===== config.mk =====
export PLATFORM = sky130hd
export DESIGN_NAME = pwm_duty_ramp_ctrl
export DESIGN_NICKNAME = d
export VERILOG_FILES = /design/src/rtl/pwm_pkg.sv /design/src/rtl/pwm_period_prescaler.sv /design/src/rtl/pwm_duty_ramp_ctrl.sv
export SDC_FILE = /design/constraint.sdc
export NUM_CORES = 1
export LEC_CHECK = 0
export CAP_MARGIN = 10
export CORE_UTILIZATION = 50
export CTS_BUF_LIST = sky130_fd_sc_hd__clkbuf_8 sky130_fd_sc_hd__clkbuf_16
export DETAILED_ROUTE_END_ITERATION = 16
export PLACE_DENSITY = 0.78
export SLEW_MARGIN = 40
export SYNTH_ARGS = -nofsm -noshare
export SYNTH_HDL_FRONTEND = slang
export SYNTH_SLANG_ARGS = --single-unit
export TNS_END_PERCENT = 10

===== constraint.sdc =====
create_clock -name clk -period 2.8 [get_ports clk]
set_input_delay 0.7 -clock clk [delete_from_list [all_inputs] [get_ports clk]]
set_output_delay 0.7 -clock clk [all_outputs]
set_load 0.01 [all_outputs]

===== src/rtl/pwm_pkg.sv =====
// Shared types and saturating helpers for the PWM duty ramp controller.
package pwm_pkg;

  localparam int unsigned DEF_DUTY_W   = 4;
  localparam int unsigned DEF_DUTY_MAX = 10;

  typedef enum logic {
    IDLE = 1'b0,
    RAMP = 1'b1
  } state_e;

  // Clamp an absolute duty request to the legal maximum.
  function automatic int unsigned clamp_max(input int unsigned v, input int unsigned max_v);
    return (v > max_v) ? max_v : v;
  endfunction

  // One saturating step up or down within [0, max_v].
  function automatic int unsigned sat_adjust(input int unsigned v, input logic up,
                                             input int unsigned max_v);
    if (up) return (v >= max_v) ? max_v : v + 1;
    return (v == 0) ? 0 : v - 1;
  endfunction

endpackage


===== src/rtl/pwm_period_prescaler.sv =====
// Counts PWM period strobes and emits a combinational step tick every RAMP_DIV strobes.
module pwm_period_prescaler #(
  parameter int unsigned RAMP_DIV = 4
) (
  input  logic clk,
  input  logic rst,
  input  logic clear_i,
  input  logic period_start_i,
  output logic step_tick_c
);

  localparam int unsigned CNT_W = (RAMP_DIV > 1) ? $clog2(RAMP_DIV) : 1;
  localparam int unsigned LAST  = RAMP_DIV - 1;

  logic [CNT_W-1:0] cnt_q;
  logic [CNT_W-1:0] cnt_d;
  logic             terminal;

  always_ff @(posedge clk) begin
    if (rst) cnt_q <= '0;
    else     cnt_q <= cnt_d;
  end

  always_comb begin
    cnt_d       = cnt_q;
    terminal    = (cnt_q == CNT_W'(LAST));
    step_tick_c = 1'b0;
    if (clear_i) begin
      cnt_d = '0;
    end else if (period_start_i) begin
      step_tick_c = terminal;
      cnt_d       = terminal ? '0 : cnt_q + CNT_W'(1);
    end
  end

endmodule


===== src/rtl/pwm_duty_ramp_ctrl.sv =====
// Sequences the PWM compare duty: accepts targets and +/-1 requests, then ramps the applied
// duty one step per RAMP_DIV PWM periods, changing it only right after a period boundary.
module pwm_duty_ramp_ctrl
  import pwm_pkg::*;
#(
  parameter int unsigned DUTY_W    = DEF_DUTY_W,
  parameter int unsigned DUTY_MAX  = DEF_DUTY_MAX,
  parameter int unsigned INIT_DUTY = 5,
  parameter int unsigned RAMP_DIV  = 4
) (
  input  logic              clk,
  input  logic              rst,
  input  logic              period_start,
  input  logic              cmd_valid,
  input  logic [DUTY_W-1:0] cmd_duty,
  output logic              cmd_ready,
  input  logic              inc_pulse,
  input  logic              dec_pulse,
  output logic [DUTY_W-1:0] duty_out,
  output logic [DUTY_W-1:0] target,
  output logic              busy
);

  state_e            state_q, state_d;
  logic [DUTY_W-1:0] duty_q, duty_d;
  logic [DUTY_W-1:0] target_q, target_d;
  logic              busy_q, busy_d;
  logic              cmd_ready_q;
  logic              step_tick_c;

  pwm_period_prescaler #(
    .RAMP_DIV(RAMP_DIV)
  ) u_prescaler (
    .clk           (clk),
    .rst           (rst),
    .clear_i       (state_q == IDLE),
    .period_start_i(period_start),
    .step_tick_c   (step_tick_c)
  );

  always_ff @(posedge clk) begin
    if (rst) begin
      state_q     <= IDLE;
      duty_q      <= DUTY_W'(INIT_DUTY);
      target_q    <= DUTY_W'(INIT_DUTY);
      busy_q      <= 1'b0;
      cmd_ready_q <= 1'b1;
    end else begin
      state_q     <= state_d;
      duty_q      <= duty_d;
      target_q    <= target_d;
      busy_q      <= busy_d;
      cmd_ready_q <= 1'b1;
    end
  end

  // Target update: command beats inc beats dec.
  always_comb begin
    target_d = target_q;
    if (cmd_valid && cmd_ready_q) begin
      target_d = DUTY_W'(clamp_max(32'(cmd_duty), DUTY_MAX));
    end else if (inc_pulse) begin
      target_d = DUTY_W'(sat_adjust(32'(target_q), 1'b1, DUTY_MAX));
    end else if (dec_pulse) begin
      target_d = DUTY_W'(sat_adjust(32'(target_q), 1'b0, DUTY_MAX));
    end
  end

  // Ramp FSM; the step direction always follows the target held at the step.
  always_comb begin
    state_d = state_q;
    duty_d  = duty_q;
    busy_d  = busy_q;
    case (state_q)
      IDLE: ;
      RAMP: begin
        if (step_tick_c && (duty_q != target_q)) begin
          duty_d = DUTY_W'(sat_adjust(32'(duty_q), target_q > duty_q, DUTY_MAX));
        end
      end
      default: state_d = IDLE;
    endcase
    busy_d  = (duty_d != target_d);
    state_d = busy_d ? RAMP : IDLE;
  end

  assign duty_out  = duty_q;
  assign target    = target_q;
  assign busy      = busy_q;
  assign cmd_ready = cmd_ready_q;

endmodule


==> results of run 1 <==
[synth_stat cells, drive strengths merged, types with 2 or more instances]
master  instances
a21oi           5
inv            10
xnor2           4
o21ai           5
o31ai           3
mux2i           3
nor2           12
nand2           7
and3            2
a41oi           2
nand3           5
o211ai          2
ha             12
nor3            4
or3             4
nor3b           3
dfxtp          11
or4             2
o221ai          2
and2            3
buf             3
nand2b          4
clkbuf          2
[through the flow]
stage	power, uW	setup slack [ps]
6_report	435.3	248.7
3_5_place_dp	287.0	85.92
5_1_grt	460.0	60.09
3_3_place_gp	282.5	179.5
4_1_cts	441.3	245.5
2_1_floorplan	242.3	542.3
[logic make-up (layout without fill, tap and decap cells)]
logic type,Yosys count,after routing,share of synthesized area [%]
DFF,11,11,22.59
other,1,1,0.3847
and+or+nand+nor,51,51,28.24
buffers and inverters,15,35,6.290
AOI/OAI and AO/OA,27,27,20.41
muxes,3,3,3.081
adders and majority gates,12,12,15.40
xor gates and xnor gates,4,4,3.594
[area by class of cell]
type                       count  area share [%]
tap                           25           2.543
clock inverter                 1          0.3052
multi-input combinational     98           56.36
inverter                      10           3.052
clock buffer                   3           3.357
timing repair buffer          21           16.48
sequential                    11           17.90
[flip-flops by register name (all words and copies together), names as in the netlist]
register / flops
duty_out: 4
target: 4
u_prescaler.cnt_q: 2
state_q: 1
[tightest hold or removal path, delay by kind of cell, from the launching register on]
| kind | cells | cell delay [ps] |
|---|---|---|
| DFF | 1 | 320 |
| and+or+nand+nor | 2 | 130 |
[final timing paths]
path,startpoint,end
setup / recovery,duty_out[3],state_q
hold reg to reg,state_q,u_prescaler.cnt_q[0]
hold / removal,state_q,u_prescaler.cnt_q[0]
setup reg to reg,duty_out[3],state_q
[per-layer routing]
metal	global-route usage, %	up-vias	part of all wire [%]
met2	36.06	23	48
li1	-	493	-
met1	34.91	435	48
met3	4.314	0	4.3
met4	7.647	0	0
met5	0	-	0
[power groups by stage]
stage / clock [uW] / combinational (uW) / sequential [uW]
2_1_floorplan: 0 / 63.8 / 179
3_3_place_gp: 0 / 104 / 178
3_5_place_dp: 0 / 108 / 179
4_1_cts: 157 / 109 / 175
5_1_grt: 163 / 120 / 177
6_report: 151 / 109 / 176
==> impl_results.md, run 1 <==
- Vias in the first global route: 830
- Worst Skew: 3.269 ps
- Clock root buffer: clkbuf_8
- Critical path buffer and inverter count: 1
- Largest net degree at the start of global routing: 11
- Pwr Density: 353.9 nW/um^2
- IO Count: 20
- Layout cell share with drive strength beyond 1: 6.944%
- NumNets Final: 167
- Sw power: 121.8 uW
- Sequential-to-total area share from yosys stat: 22.59%
- Rows: 15
- Leading area contributor after synthesis: dfxtp_1
- Most frequent cells in the layout: 18 x clkdlybuf4s50_1, 12 x nor2_1, 12 x ha_1, 11 x inv_1, 11 x dfxtp_1
- Gr ovfl total: 0
- Clock power frac: 34.6%
- Drt first pass iters: 4
- Critical path startpoint category: flop
- Synthesized netlist cell count: 124
- # setup viols final: 0
- Total count of hold-check failures in the final report: 0
- Fmax: 392.0 MHz
- Switching Fraction: 27.98%
- Final Core Density: 68.98%
- Initial antenna violation count: 0
- DRC errors left: 0
- Drt wl/cell: 13.24 um
- Final Cell Area: 1230 um^2
- Synth top area share: 22.59%
- Placed cell count: 165
- Total routed wirelength: 2.237 mm
- Placed Area: 1185 um^2
- RSZ-0062 raised after global routing: no
- Routability Congestion: 0.8209
- Post-synth EDFFs: 0
- Fin Setup TNS: 0 ps
- Logic pwr share: 25.1%
- Syn avg cell area: 7.860 um^2
- Required time of the critical path: 2900 ps
- Commonest non-fill, non-tap cell in the layout: clkdlybuf4s50_1
- Top cells by area, synth: dfxtp_1 23%, ha_1 15%, nor2_1 4.6%
- Area Overhead vs Synth: 26.19%
- Sequential group share of total power: 40.3%
- Post-DP HPWL: 1.786 mm
- Internal Dissipation: 313.5 uW
- CP Max Fanout: 10
- Final worst-path cycle share: 91.12%
- Via-per-instance ratio: 5.627
- Total number of vias: 951
- Worst R2R Path Depth: 8
- Port Buffers: 18
- Area of the multi-input gates: 693.2 um^2
- CTS Buf Count: 3
- Number of DRC markers in iteration 0: 19
- Static Leak: 0.0005121 uW
- Min-delay worst type: reg -> reg
- Largest delay share family, worst path: compound AO/OA/AOI/OAI gates
- Die width: 46.15 um
- Ant diodes: 0
- ANT nets after route: 0
- Die Y: 46.15 um
- Hold buffer count at cts: 0
- Synth cell types: 41
- CP Depth: 8
- Layout Cells excl Fill: 169
- Crit path capture type: flop
- CTS H-Tree Depth: 1
- Worst Path Class, Setup: reg -> reg
- GRT Overall Usage: 24.21%
- Worst vdd ir: 0.3287 mV
- YS warnings: 0
- Worst Hold Slack: 488.5 ps
- Initial Util: 54.67%
- Worst slew margin: 55.85%
- Total of max-cap violations: 0
- Critical path cell sequence: inv_1 -> ha_1 -> o21ai_0 -> a21oi_1 -> o22ai_1 -> nor3b_1 -> xnor2_1 -> a41oi_2
- # resized after CTS: 0
- Most used DFF post-synth: dfxtp_1
- Reg2Reg Setup Slack: 250 ps
- Async SR Flop Fraction: 0%
- Setup bufs post-CTS: 0
- Clk buf depth: 2
- Worst EP arrival: 2650 ps
- WHS Path Cells: 2
- Worst path max stage delay: 530 ps
- Final Slew Violations: 0
- Fill count: 148
- Flip-flop and latch count after synthesis: 11
- CP max-delay cell: a21oi_1
- Global-route wire length before repair: 3.746 mm
- Die ar.: 2130 um^2
- Slew of the pin with the lowest slew margin: 662.3 ps
- Cell Area, Synth: 974.7 um^2
- CTS Sinks: 11
- Syn_nets: 146
- Clock transition at the registers of the reported paths: 50 ps
- Worst-Skew Late Latency: 230 ps
- Core ar.: 1783 um^2
- CTS tree: built
- Combined flip-flop and latch cell area: 220.2 um^2
- Final min period: 2551 ps
- Run status: complete, no violations
Power figures use the tool's default switching activity.
==> run 2: changes to the inputs <==
==> constraint.sdc (replaced) <==
create_clock -name clk -period 2.8 [get_ports clk]
set_input_delay 0.56 -clock clk [delete_from_list [all_inputs] [get_ports clk]]
set_output_delay 0.56 -clock clk [all_outputs]
set_load 0.01 [all_outputs]
==> run 2 against run 1 <==
Against the previous run: register-to-register slack better by 70 ps; sequential cell count stayed put; final area shrank 1.2%; sequential share of layout area increased by 0.22 points; sequential power is essentially flat; die area stayed put; clock skew is 0.74 ps higher; count of clock-buffer cells in the layout stayed put; first-iteration DRC count increased by 26%; largest cell class unchanged.
==> impl_results.md, run 2 (same netlist as run 1, synthesis figures left out) <==
- Drt first pass iters: 4 (unchanged)
- Post-DP HPWL: 1.727 mm (-3.3%)
- Port Buffers: 18 (unchanged)
- Vias in the first global route: 870 (+4.8%)
- Global-route wire length before repair: 3.670 mm (-2.0%)
- Hold buffer count at cts: 0 (unchanged)
- Commonest non-fill, non-tap cell in the layout: clkdlybuf4s50_1
- Worst path max stage delay: 510 ps (-20 ps)
- Ant diodes: 0 (unchanged)
- Area Overhead vs Synth: 24.65%
- Worst Path Class, Setup: reg -> reg
- CP Depth: 8 (unchanged)
- NumNets Final: 165 (-1.2%)
- Layout cell share with drive strength beyond 1: 5.634% (-1.3 points)
- Total number of vias: 992 (+4.3%)
- Fin Setup TNS: 0 ps (unchanged)
- CP Max Fanout: 10 (unchanged)
- Routability Congestion: 0.8035 (-2.1%)
- IO Count: 20 (unchanged)
- Met1 global-route usage: 32.47% (-2.4 points)
- Worst R2R Path Depth: 8 (unchanged)
- ANT nets after route: 0 (unchanged)
- Crit path capture type: flop
- Final min period: 2477 ps (-74.01 ps)
- Min-delay worst type: reg -> reg
- DRC errors left: 0 (unchanged)
- CTS tree: built
- Final worst-path cycle share: 88.48% (-2.6 points)
- Slew of the pin with the lowest slew margin: 645.2 ps (-17.06 ps)
- Worst slew margin: 56.99% (+1.1 points)
- Die width: 46.15 um (unchanged)
- Most Used Layer, Global Route: met2
- M2 GR Usage: 35.21% (-0.85 points)
- CP max-delay cell: a21oi_1
- Pwr Density: 359.4 nW/um^2 (+1.5%)
- WHS Path Cells: 2 (unchanged)
- Worst-Skew Late Latency: 240 ps (about the same)
- Most frequent cells in the layout: 18 x clkdlybuf4s50_1, 12 x nor2_1, 12 x ha_1, 11 x inv_1, 11 x dfxtp_1
- Worst EP arrival: 2590 ps (-60 ps)
- Gr ovfl total: 0 (unchanged)
- # setup viols final: 0 (unchanged)
- Initial Util: 54.67% (unchanged)
- Critical path startpoint category: flop
- Worst vdd ir: 0.3799 mV (+16%)
- Total count of hold-check failures in the final report: 0 (unchanged)
- Worst Hold Slack: 498.3 ps (+9.793 ps)
- # resized after CTS: 0 (unchanged)
- GRT Overall Usage: 24.35% (+0.14 points)
- Rows: 15 (unchanged)
- Total routed wirelength: 2.216 mm (-0.94%)
- Largest net degree at the start of global routing: 11 (unchanged)
- Core ar.: 1783 um^2 (unchanged)
- Number of DRC markers in iteration 0: 24 (+5)
- Worst Skew: 4.008 ps (+0.7388 ps)
- CTS Buf Count: 3 (unchanged)
- Die Y: 46.15 um (unchanged)
- Clk buf depth: 2 (unchanged)
- Fmax: 403.7 MHz (+3.0%)
- Via-per-instance ratio: 5.940 (+5.6%)
- RSZ-0062 raised after global routing: no
- Required time of the critical path: 2910 ps (about the same)
- Clock transition at the registers of the reported paths: 50 ps (about the same)
- Die ar.: 2130 um^2 (unchanged)
- Initial antenna violation count: 0 (unchanged)
- Met3 Usage GRT: 5.490% (+1.2 points)
- Clock root buffer: clkbuf_8
- CTS Sinks: 11 (unchanged)
- Fill count: 148 (unchanged)
- Run status: complete, no violations
- Critical path cell sequence: inv_1 -> ha_1 -> o21ai_0 -> a21oi_1 -> o22ai_1 -> nor3b_1 -> xnor2_1 -> a41oi_2
- Drt wl/cell: 13.27 um (+0.25%)
- Largest delay share family, worst path: compound AO/OA/AOI/OAI gates
- Critical path buffer and inverter count: 1 (unchanged)
- Setup bufs post-CTS: 0 (unchanged)
- CTS H-Tree Depth: 1 (unchanged)
- Final Slew Violations: 0 (unchanged)
- Total of max-cap violations: 0 (unchanged)
- Static Leak: 0.0005024 uW (-1.9%)
==> run 2: cell types whose count changed in the layout (fill, tap and decap cells not counted) <==
cell / delta
buf_4: -2
==> run 2: through the flow <==
stage / setup WS (ps) / area, um^2 / util [%] / total power, uW / cells
after global placement: 242.3 / 1170 / 65.61 / 281.0 / 163
after global routing: 63.36 / 1215 / 68.14 / 459.9 / 167
after CTS: 369.7 / 1215 / 68.14 / 439.8 / 167
after detailed placement: 167.4 / 1170 / 65.61 / 283.4 / 163
after floorplan: 542.3 / 974.7 / - / 242.3 / 124
final: 322.7 / 1215 / 68.14 / 436.6 / 167
==> run 2: layer usage <==
layer,up-vias,wire length [um]
met5,-,0
met4,0,64
met3,11,133
met2,37,1028
met1,455,990
li1,489,-
==> run 2: cell type report <==
cell class	instances	area [um^2]	share of cell area (%)
clock inverter	1	3.754	0.3090
tap	25	31.28	2.575
clock buffer	3	41.29	3.399
inverter	10	37.54	3.090
timing repair buffer	19	187.7	15.45
multi-input combinational	98	693.2	57.05
sequential	11	220.2	18.13
==> run 2: final timing paths <==
| path | start | to | slack (ps) |
|---|---|---|---|
| min | state_q | u_prescaler.cnt_q[0] | 500 |
| max | duty_out[2] | state_q | 320 |
| min reg2reg | state_q | u_prescaler.cnt_q[0] | 500 |
| max reg2reg | duty_out[2] | state_q | 320 |
==> run 2: power by group <==
part,total (uW),internal [uW],switching [uW],leakage [uW]
Clock,155,96.2,59.3,0.0000269
Sequential,176,164,11.7,0.0000904
Combinational,105,51.7,53.7,0.000385
==> run 2: worst reg2reg max path, cell delays in order, from the launching register on <==
cell	delay, ps
dfxtp_1	400
inv_1	130
ha_1	310
o21ai_0	70
a21oi_1	510
o22ai_1	180
nor3b_1	430
xnor2_1	190
a41oi_2	120
==> run 3: changes to the inputs <==
--- a/config.mk
+++ b/config.mk
@@ -6,10 +6,10 @@
 export NUM_CORES = 1
 export LEC_CHECK = 0
 export CAP_MARGIN = 10
-export CORE_UTILIZATION = 50
+export CORE_UTILIZATION = 45
 export CTS_BUF_LIST = sky130_fd_sc_hd__clkbuf_8 sky130_fd_sc_hd__clkbuf_16
 export DETAILED_ROUTE_END_ITERATION = 16
-export PLACE_DENSITY = 0.78
+export PLACE_DENSITY = 0.74
 export SLEW_MARGIN = 40
 export SYNTH_ARGS = -nofsm -noshare
 export SYNTH_HDL_FRONTEND = slang
==> constraint.sdc (replaced) <==
create_clock -name clk -period 2.06 [get_ports clk]
set_input_delay 0.412 -clock clk [delete_from_list [all_inputs] [get_ports clk]]
set_output_delay 0.412 -clock clk [all_outputs]
set_load 0.01 [all_outputs]
==> run 3 against run 2 <==
Against the previous run: the run now ends with setup timing left; sequential power up 30%; via count up 6.3%; combinational power up 98%; critical endpoint unchanged; largest cell class unchanged.
==> impl_results.md, run 3 (same netlist as run 1, synthesis figures left out) <==
- IO Count: 20 (unchanged)
- CTS Buf Count: 3 (unchanged)
- Most frequent cells in the layout: 24 x buf_4, 18 x clkdlybuf4s50_1, 12 x nor2_1, 10 x ha_1, 9 x inv_1
- Internal Dissipation: 454.1 uW (+46%)
- Clock root buffer: clkbuf_8
- Worst EP arrival: 2210 ps (-380 ps)
- Initial Util: 48.69% (-6.0 points)
- Final Core Density: 74.50% (+6.4 points)
- Worst R2R Path Depth: 9 (+1)
- Largest delay share family, worst path: compound AO/OA/AOI/OAI gates
- Pwr Density: 436.8 nW/um^2 (+22%)
- Die width: 48.54 um (+5.2%)
- CTS Sinks: 11 (unchanged)
- Fin Setup TNS: -40.53 ps (-40.53 ps)
- Critical path buffer and inverter count: 2 (+1)
- Total number of vias: 1,054 (+6.3%)
- Total routed wirelength: 2.725 mm (+23%)
- Area Overhead vs Synth: 53.02%
- Crit Reg-Reg Endpoint: state_q
- Layout Cells excl Fill: 192 (+15%)
- Via-per-instance ratio: 5.490 (-7.6%)
- Global-route wire length before repair: 4.457 mm (+21%)
- Final WS setup: -40.53 ps (-363.2 ps)
- Worst Hold Slack: 489.5 ps (-8.815 ps)
- Worst-Skew Late Latency: 240 ps (about the same)
- Ant diodes: 0 (unchanged)
- Placed cell count: 188 (+15%)
- NumNets Final: 188 (+14%)
- Clk buf depth: 2 (unchanged)
- Final Cell Area: 1491 um^2 (+23%)
- Initial antenna violation count: 0 (unchanged)
- Clock power frac: 33.1% (-2.5 points)
- CP Launch Point: duty_out[2]
- Routability Congestion: 0.9116 (+13%)
- Final Slew Violations: 0 (unchanged)
- Gr ovfl total: 0 (unchanged)
- Clock transition at the registers of the reported paths: 50 ps (about the same)
- Final min period: 2101 ps (-376.8 ps)
- Die ar.: 2356 um^2 (+11%)
- Setup bufs post-CTS: 0 (unchanged)
- Placed Area: 1384 um^2 (+18%)
- ANT nets after route: 0 (unchanged)
- CTS H-Tree Depth: 1 (unchanged)
- Switching Fraction: 30.28% (+1.7 points)
- Worst vdd ir: 0.4293 mV (+13%)
- CP Capture Point: state_q
- Crit path capture type: flop
- Total of max-cap violations: 0 (unchanged)
- Worst path max stage delay: 360 ps (-150 ps)
- Reg2reg start: duty_out[2]
- RSZ-0062 raised after global routing: yes
- CP Depth: 9 (+1)
- Drt wl/cell: 14.19 um (+7.0%)
- Port Buffers: 18 (unchanged)
- Commonest non-fill, non-tap cell in the layout: buf_4
- Critical path startpoint category: flop
- CP max-delay cell: dfxtp_4
- CP Max Fanout: 7 (-3)
- Final worst-path cycle share: 102.0% (+13 points)
- Min-delay worst type: reg -> reg
- Post-DP HPWL: 2.142 mm (+24%)
- # setup viols final: 1 (+1)
- CTS tree: built
- Rows: 16 (+1)
- Static Leak: 0.0006263 uW (+25%)
- GRT Overall Usage: 24.60% (+0.25 points)
- Fmax: 476.1 MHz (+18%)
- Total count of hold-check failures in the final report: 0 (unchanged)
- Vias in the first global route: 987 (+13%)
- Worst Skew: 3.244 ps (-0.7638 ps)
- Drt first pass iters: 4 (unchanged)
- Sw power: 197.3 uW (+58%)
- Sequential group share of total power: 35.0% (-5.3 points)
- Reg2Reg Setup Slack: -40 ps (-360 ps)
- Critical path cell sequence: inv_2 -> ha_4 -> o21ai_1 -> a21oi_4 -> buf_4 -> o41ai_2 -> o311ai_2 -> xnor2_1 -> a41oi_2
- Layout cell share with drive strength beyond 1: 31.52% (+26 points)
- Run status: finished, violations left
- Die Y: 48.54 um (+5.2%)
- DRC errors left: 0 (unchanged)
- Logic pwr share: 31.9% (+7.8 points)
- Core ar.: 2002 um^2 (+12%)
- Largest net degree at the start of global routing: 9 (-2)
- Number of DRC markers in iteration 0: 39 (+63%)
- Required time of the critical path: 2170 ps (-740 ps)
- Worst Path Class, Setup: reg -> reg
- Failing checks: setup timing
## run 3: cell types whose count changed in the layout (fill, tap and decap cells not counted), moves of 2 or more
cell,previous run,this run
ha_1,12,10
inv_1,11,9
o31ai_2,0,2
inv_2,0,2
dfxtp_4,0,4
dfxtp_1,11,3
dfxtp_2,0,4
o31ai_1,3,1
ha_4,0,2
buf_4,1,24
## run 3: per-stage QoR
stage	total power (uW)	worst slack (ps)
3_5_place_dp	422.4	-271.8
5_1_grt	686.1	-147.9
2_1_floorplan	330.8	4.699
6_report	651.4	-40.53
3_3_place_gp	414.4	-233.5
4_1_cts	644.1	-31.43
## run 3: layout make-up
cell class	count	area, um^2
Clock buffer	3	41.29
Clock inverter	1	3.754
Fill cell	155	510.5
Inverter	10	37.54
Multi-Input combinational cell	98	774.5
Sequential cell	11	240.2
Tap cell	27	33.78
Timing Repair Buffer	42	360.3
## run 3: per-layer routing
layer,routed length [um],up-vias,track usage [%]
li1,-,532,-
met1,1216,487,32.18
met2,1333,31,41.08
met3,147,4,4.717
met4,27,0,6.863
met5,0,-,0
## run 3: worst min-delay path by stage
stage / start / to / slack (ps) / depth (start not counted)
after floorplan: u_prescaler.cnt_q[1] / u_prescaler.cnt_q[1] / 460 / 2
final: state_q / u_prescaler.cnt_q[0] / 490 / 2
after global routing: state_q / u_prescaler.cnt_q[0] / 510 / 2
after CTS: state_q / u_prescaler.cnt_q[0] / 500 / 2
after global placement: u_prescaler.cnt_q[1] / u_prescaler.cnt_q[1] / 480 / 2
after detailed placement: state_q / u_prescaler.cnt_q[0] / 480 / 2
## run 3: timing repair
item | CTS | global route
pin swaps | 6 | 7
gates resized for setup | 3 | 7
hold buffers | 0 | 0
endpoints found under the setup margin | 1 | 1
## run 3: power by group through the flow
stage | clock (uW) | combinational [uW] | sequential [uW]
2_1_floorplan | 0 | 90.3 | 241
3_3_place_gp | 0 | 183 | 231
3_5_place_dp | 0 | 191 | 231
4_1_cts | 220 | 196 | 228
5_1_grt | 229 | 228 | 229
6_report | 216 | 208 | 228
## run 3: worst min-delay path, stage by stage (launching register included)
cell and delay, ps:
dfxtp_1 320, nand2_1 80, nor2_1 40
